File: config.mk
export PLATFORM = sky130hd
export DESIGN_NAME = alu_pwr_sequencer
export DESIGN_NICKNAME = d
export VERILOG_FILES = /design/src/rtl/alu_pwr_sequencer.sv
export SDC_FILE = /design/constraint.sdc
export NUM_CORES = 1
export LEC_CHECK = 0
export ABC_AREA = 1
export BUFFER_PORTS_ARGS = -buffer_cell sky130_fd_sc_hd__buf_4
export CELL_PAD_IN_SITES_DETAIL_PLACEMENT = 1
export CELL_PAD_IN_SITES_GLOBAL_PLACEMENT = 2
export CORE_UTILIZATION = 29
export DETAILED_ROUTE_END_ITERATION = 7
export GPL_TIMING_DRIVEN = 0
export PLACE_DENSITY = 0.71
export SETUP_SLACK_MARGIN = 0.5
export SYNTH_ARGS = -nofsm -noshare
export SYNTH_HDL_FRONTEND = slang
export SYNTH_SLANG_ARGS = --single-unit
File: constraint.sdc
create_clock -name clk -period 1.6 [get_ports clk]
set_input_delay 0.24 -clock clk [delete_from_list [all_inputs] [get_ports clk]]
set_output_delay 0.24 -clock clk [all_outputs]
set_load 0.005 [all_outputs]
File: src/rtl/alu_pwr_sequencer.sv
// ALU power-domain sequencer: requests are registered, then off = quiesce/save/isolate/switch-off and on = switch-on/restore/de-isolate.
// Optional macro PWR_IDLE_TIMEOUT_EN bounds the quiesce wait; outputs are registered from next state (no backpressure).
module alu_pwr_sequencer #(
  parameter int ISO_SETUP    = 2,
  parameter int PWR_UP_CYC   = 4,
  parameter int IDLE_TIMEOUT = 16,
  parameter int CNT_W        = 8
) (
  input  logic       clk,
  input  logic       rst_n,
  input  logic       sleep_req,
  input  logic       wake_req,
  input  logic       alu_busy,
  output logic       alu_pwr_en,
  output logic       iso_en,
  output logic       save,
  output logic       restore,
  output logic       sleep_ack,
  output logic       wake_ack,
  output logic       seq_busy,
  output logic [2:0] pwr_state,
  output logic       sleep_err
);

  typedef enum logic [2:0] {
    ST_ON        = 3'd0,
    ST_WAIT_IDLE = 3'd1,
    ST_SAVE      = 3'd2,
    ST_ISO       = 3'd3,
    ST_OFF       = 3'd4,
    ST_PWRUP     = 3'd5,
    ST_RESTORE   = 3'd6,
    ST_DEISO     = 3'd7
  } state_e;

  localparam logic [CNT_W-1:0] ISO_LD  = CNT_W'(ISO_SETUP);
  localparam logic [CNT_W-1:0] PWR_LD  = CNT_W'(PWR_UP_CYC);
  localparam logic [CNT_W-1:0] IDLE_LD = CNT_W'(IDLE_TIMEOUT);

  state_e           state_q, state_d;
  logic [CNT_W-1:0] cnt_q, cnt_d;
  logic             pend_q, pend_d;
  logic             sleep_q, wake_q;
  logic             pwr_en_q, iso_q, save_q, restore_q;
  logic             sack_q, wack_q, busy_q;
`ifdef PWR_IDLE_TIMEOUT_EN
  logic             err_d, err_q;
`endif

  always_comb begin
    state_d = state_q;
    cnt_d   = cnt_q;
    pend_d  = pend_q;
`ifdef PWR_IDLE_TIMEOUT_EN
    err_d   = 1'b0;
`endif
    // A wake seen mid power-down is remembered and replayed once OFF is reached.
    if (wake_q && (state_q inside {ST_WAIT_IDLE, ST_SAVE, ST_ISO}))
      pend_d = 1'b1;
    case (state_q)
      ST_ON: begin
        if (sleep_q) begin
          state_d = ST_WAIT_IDLE;
          cnt_d   = IDLE_LD;
        end
      end
      ST_WAIT_IDLE: begin
        if (!alu_busy) begin
          state_d = ST_SAVE;
        end
`ifdef PWR_IDLE_TIMEOUT_EN
        else if (cnt_q <= CNT_W'(1)) begin
          state_d = ST_ON;
          err_d   = 1'b1;
          pend_d  = 1'b0;
        end else begin
          cnt_d = cnt_q - 1'b1;
        end
`endif
      end
      ST_SAVE: begin
        state_d = ST_ISO;
        cnt_d   = ISO_LD;
      end
      ST_ISO: begin
        if (cnt_q <= CNT_W'(1)) state_d = ST_OFF;
        else                    cnt_d   = cnt_q - 1'b1;
      end
      ST_OFF: begin
        if (wake_q || pend_q) begin
          state_d = ST_PWRUP;
          cnt_d   = PWR_LD;
          pend_d  = 1'b0;
        end
      end
      ST_PWRUP: begin
        if (cnt_q <= CNT_W'(1)) state_d = ST_RESTORE;
        else                    cnt_d   = cnt_q - 1'b1;
      end
      ST_RESTORE: state_d = ST_DEISO;
      ST_DEISO:   state_d = ST_ON;
      default:    state_d = ST_ON;
    endcase
  end

  always_ff @(posedge clk or negedge rst_n) begin
    if (!rst_n) begin
      state_q   <= ST_ON;
      cnt_q     <= '0;
      pend_q    <= 1'b0;
      sleep_q   <= 1'b0;
      wake_q    <= 1'b0;
      pwr_en_q  <= 1'b1;
      iso_q     <= 1'b0;
      save_q    <= 1'b0;
      restore_q <= 1'b0;
      sack_q    <= 1'b0;
      wack_q    <= 1'b0;
      busy_q    <= 1'b0;
    end else begin
      state_q   <= state_d;
      cnt_q     <= cnt_d;
      pend_q    <= pend_d;
      sleep_q   <= sleep_req;
      wake_q    <= wake_req;
      pwr_en_q  <= (state_d != ST_OFF);
      iso_q     <= (state_d inside {ST_ISO, ST_OFF, ST_PWRUP, ST_RESTORE, ST_DEISO});
      save_q    <= (state_d == ST_SAVE);
      restore_q <= (state_d == ST_RESTORE);
      sack_q    <= (state_d == ST_OFF) && (state_q != ST_OFF);
      wack_q    <= (state_d == ST_ON) && (state_q == ST_DEISO);
      busy_q    <= !((state_d == ST_ON) || (state_d == ST_OFF));
    end
  end

`ifdef PWR_IDLE_TIMEOUT_EN
  always_ff @(posedge clk or negedge rst_n) begin
    if (!rst_n) err_q <= 1'b0;
    else        err_q <= err_d;
  end
  assign sleep_err = err_q;
`else
  assign sleep_err = 1'b0;
`endif

  assign alu_pwr_en = pwr_en_q;
  assign iso_en     = iso_q;
  assign save       = save_q;
  assign restore    = restore_q;
  assign sleep_ack  = sack_q;
  assign wake_ack   = wack_q;
  assign seq_busy   = busy_q;
  assign pwr_state  = state_q;

endmodule

# Yosys cells after proc, flatten, opt, wreduce, memory -nomap -nowiden
# Index checks and enable logic that the tools add are counted.
[word_totals] regBits=21 in_bits=5 out_inout_bits=11 wordCells=58
[op_classes] add_sub_neg=1 magnitude_cmp=1 n_eq_ne=18 mux=13 n_reduce_logical=13
[ops] operator="$pmux W8 S4" n=1
[ops] operator="$eq A3 B3 Y1 const B" n=8
[ops] operator="$mux W8" n=3
[ops] operator="$pmux W3 S8" n=1
[ops] operator="$mux W3" n=5
[ops] operator="$eq A3 B2 Y1 const B" n=4
[ops] operator="$le A8 B1 Y1 const B" n=1
[ops] operator="$sub A8 B1 Y8 const B" n=1
[ops] operator="$logic_not A3 Y1" n=2
[ops] operator="$ne A2 B2 Y1 const B" n=3
[ops] operator="$ne A3 B3 Y1 const B" n=2
[ops] operator="$reduce_bool A5 Y1" n=1
[ops] operator="$reduce_and A4 Y1" n=1
[ops] operator="$reduce_bool A4 Y1" n=1
[ops] operator="$eq A3 B1 Y1 const B" n=1
[ops] operator="$logic_and A1 B1 Y1" n=3
[ops] operator="$mux W1" n=3
[ops] operator="$reduce_bool A3 Y1" n=1
[ops] operator="$logic_or A1 B1 Y1" n=2
[ops] operator="$reduce_or A2 Y1" n=1
[ops] operator="$logic_not A1 Y1" n=1

# Longest topological paths before layout
[depth] depth_word=6 mapped_depth=13 depth_no_buf=13

# Least setup slack after synthesis
# Ideal clock, no wire load.
[synth_timing] kind="flip-flop to flip-flop" from="register state_q[1], in the netlist pwr_state[1]" to="register wack_q, in the netlist wake_ack" setup_time_ns=0.116 arrival_time_ns=1.513 t_required_ns=1.484 slack_ns=-0.029 stages_incl_launch_ff=13 path_buffers=0 period_less_slack_ns=1.629 cell_sequence="dfrtp_1 inv_1 ha_1 inv_1 nand2_1 nor2_1 nand2_2 nor2_1 nand2_1 nand2_2 inv_1 nand4_1 nor2_1"
[synth_via] elab_chain_cells=4 word_cells_on_any_way=16 cone_classes="eq/ne: 7; mux: 6; reduce/logical: 3"
[synth_rtl] element="start, declared" line_no="40" source="state_e state_q, state_d;"
[synth_rtl] element="start signal, assigned" line_no="121" source="state_q <= state_d;"
[synth_rtl] element="$eq A3 B3 Y1 (tied with other cells)" line_no="60" source="case (state_q)"
[synth_rtl] element="$pmux W3 S8 *" line_no="60"
[synth_rtl] element="via state_d[2]" line_no="40"
[synth_rtl] element="$logic_not A3 Y1 *" line_no="131" source="wack_q <= (state_d == ST_ON) && (state_q == ST_DEISO);"
[synth_rtl] element="$logic_and A1 B1 Y1 *" line_no="131"
[synth_rtl] element="end signal, assigned" line_no="131"
[synth_rtl] element="end, declared" line_no="45" source="logic sack_q, wack_q, busy_q;"
# The timed path passes the listed nets; every way through them passes the cells marked *.
# A chain may end at the register's enable or synchronous reset.

# Worst setup path in the final report
[layout_timing] from="register state_q[1], in the netlist pwr_state[1]" to="register cnt_q[0]"
[layout_via] elab_chain_cells=4 word_cells_on_any_way=12 cone_classes="eq/ne: 7; mux: 1; reduce/logical: 4"
[layout_rtl] element="$eq A3 B2 Y1 / $eq A3 B3 Y1 (equally long branches)" line_no="60"
[layout_rtl] element="$reduce_or A2 Y1 (no line)"
[layout_rtl] element="$ne A2 B2 Y1 (no line) / $reduce_bool A4 Y1 (equally long branches)"
[layout_rtl] element="$reduce_and A4 Y1 (no line)"
[layout_rtl] element="end signal, assigned" line_no="122" source="cnt_q <= cnt_d;"
[layout_rtl] element="end, declared" line_no="41" source="logic [CNT_W-1:0] cnt_q, cnt_d;"
# Parallel ways exist; a longest one is shown, timed or not.

==> results_dict.tcl <==
set metrics [dict create \
    status "finished, violations left" \
    violations "negative setup slack" \
    cts-buffers-inserted 3 \
    multi_input_area_um2 809.5 \
    clk_pin_slew_worst_paths_ns 0.08 \
    setup_viol 7 \
    required_ns 1.76 \
    fp-row-count 23 \
    drv_slew 0 \
    switching_power_mw 2.142 \
    final_nets 218 \
    n_antenna_cell 0 \
    antenna_left 0 \
    finalCriticalPeriod_ns 1.624 \
    overflow 0 \
    slowest_delay_ns 0.44 \
    avgSynthCellArea_um2 7.599 \
    drtIter0Drc 28 \
    clockPowerShare_pct 8.4 \
    vdd_ir_drop_max_mv 1.033 \
    worstHoldStart "sleep_req" \
    htreeDepth 1 \
    p_seq_share_pct 20.3 \
    grt_pass1_wl_um 5685 \
    post_drt_wl_per_cell_um 14.11 \
    hold_class "in2reg" \
    cts_buffer_depth 2 \
    p_int_mw 2.222 \
    leakagePower_nw 0.9288 \
    register_area_um2 531.8 \
    clock_skew_ns 0.002541 \
    cts.sinks 21 \
    track_usage_pct 17.21 \
    syn_nets 174 \
    drive_above_1_share_pct 53.14 \
    power_density_nw_per_um2 2286 \
    synth_cell_types 27 \
    crit_path_start "pwr_state[1]" \
    finalSetupTns_ns -0.1072 \
    crit_chain "buf_6, nand2_1, nor2_2, inv_2, nand2_4, nor3_2, nand3b_4, buf_8, nand2_1, o21ai_2" \
    synth_top_area_share_pct 40.16 \
    swShare_pct 49.08 \
    crit_top_cell "nand2_1" \
    cp-end-kind "flop" \
    syn-cell-area_um2 1246 \
    grt_max_degree 22 \
    port_buffers 14 \
    critPathLaunchType "flop" \
    antenna_found_initial 0 \
    ys_top_cells_by_area "dfrtp_1, nand2_1, inv_1" \
    die_area_um2 4564 \
    arrival_ns 1.78 \
    cp_max_fo 10 \
    hold_violations 0 \
    yosys_warnings 0 \
    max_freq_mhz 615.9 \
    initial_utilization_pct 30.71 \
    setup_ws_ns -0.02353 \
    cp_slowest_cell "dfrtp_2" \
    insertion_delay_ns 0.26 \
    cts_root_buffer "clkbuf_8" \
    seq_area_frac_synth_pct 42.27 \
    die_x_um 67.56 \
    hold_ws_ns 0.07569 \
    maxCapViolations 0 \
    globalplace.congestion 0.8046 \
    yosysTopAreaCell "dfrtp_1" \
    io-pin-count 16 \
    grt_setup_unrepaired "yes" \
    num_vias 1181 \
    die_y_um 67.56 \
    netlist_instances 164 \
    dpl.hpwl_um 2380 \
    critPathKind "reg2reg" \
    fin_crit_sh_pct 101.5 \
    critPathBufInv 3 \
    firstDrtPassIters 4 \
    drt-total-wl_um 3627 \
    area_delta_synth_final_pct 53.21 \
    fill_cells 504 \
    synth_seq_cells 21 \
    reg2reg_slack_ns -0.02 \
    reg2reg_from "pwr_state[1]" \
    viasPerCell 4.595 \
    first_global_vias 1235 \
    drcViolationCount 0 \
    cts_tree "yes" \
    pwr-share-comb_pct 71.3 \
    core_um2 4058 \
    cp_top_family "simple AND/OR/NAND/NOR gates" \
]
stage by stage:
stage,setup slack [ns],total power [mW],utilization (%),cells,area [um^2]
3_5_place_dp,-0.1596,2.957,35.58,228,1444
5_1_grt,-0.1264,4.730,47.06,257,1909
2_1_floorplan,0.1133,2.372,-,164,1276
6_report,-0.02353,4.364,47.06,257,1909
4_1_cts,-0.07198,3.797,41.84,247,1698
3_3_place_gp,-0.1238,2.917,35.58,228,1444
cell usage after synthesis:
master and n:
nand2_1 43, inv_1 23, nor2_1 21, dfrtp_1 20
nand3_1 8, o21ai_0 7, ha_1 5, nand2_2 5
nor3_1 4, o21ai_2 4, a21oi_1 3, nor2_2 3
buf_4 2, inv_2 2, nand4_1 2, buf_6 1
conb_1 1, dfstp_2 1, nand3_2 1, nand3b_4 1
nand4_2 1, nor3b_1 1, nor4_1 1, o21ai_1 1
or2_2 1, xnor2_1 1, xor2_1 1
cells in the final DEF, fill, tap and decap left out, types with 8 or more instances in the layout:
master and count:
inv_1 13, nand2_1 28, dfrtp_1 16, nor2_1 12, inv_2 11, nand2_2 13, buf_6 8, buf_4 32
final timing paths:
check / to / depth (start not counted)
min: sleep_q / 1
min in group asynchronous: cnt_q[0] / 2
max: cnt_q[0] / 10
min reg2reg: cnt_q[7] / 2
max reg2reg: cnt_q[0] / 10
max in group asynchronous: alu_pwr_en / 2
kinds of logic after synthesis:
logic type      after synthesis  synth area share (%)
simple gates                 92                 34.14
compound gates               15                 7.228
xor+xnor                      2                 1.406
flops                        21                 42.27
buf+inv                      28                 9.638
fa+ha+maj                     5                 5.020
other cells                   1                0.3009
sequential cells by signal, indices dropped and copies added, names as in the netlist:
register and count:
sleep_ack 1, wake_q 1, cnt_q 8, pwr_state 3, restore 1, pend_q 1
alu_pwr_en 1, seq_busy 1, sleep_q 1, iso_en 1, wake_ack 1, save 1
layout make-up:
type                    instances  share of cell area, %
plain buffers                   3                  1.769
clock buffers                   3                  2.163
clock inverters                 1                 0.3932
inverters                      25                  5.308
multi-input cells             115                  42.40
flip-flops and latches         21                  27.85
well taps                      50                  3.277
repair buffers                 39                  16.84
layer usage:
layer  share of wire, %  up-vias  track usage (%)
met2                 55       16            33.79
li1                   -      594                -
met1                 42      569            18.18
met3                2.3        2            4.223
met5                  0        -                0
met4               0.28        0            3.191
power groups by stage:
stage	Combinational, mW	Sequential, mW	Clock, mW
global placement	2.03	0.882	0
CTS	2.54	0.874	0.380
floorplan	1.52	0.851	0
finish	3.11	0.885	0.367
detailed placement	2.07	0.886	0
global route	3.43	0.903	0.396
repair_timing:
item | 4_1_cts | 5_1_grt
gates resized for setup | 28 | 38
endpoints found under the setup margin | 23 | 23
pin swaps | 16 | 12
endpoints found under the hold margin | 20 | 0
setup buffers | 14 | 10
hold buffers | 1 | 0
(Power assumes the default switching activity.)
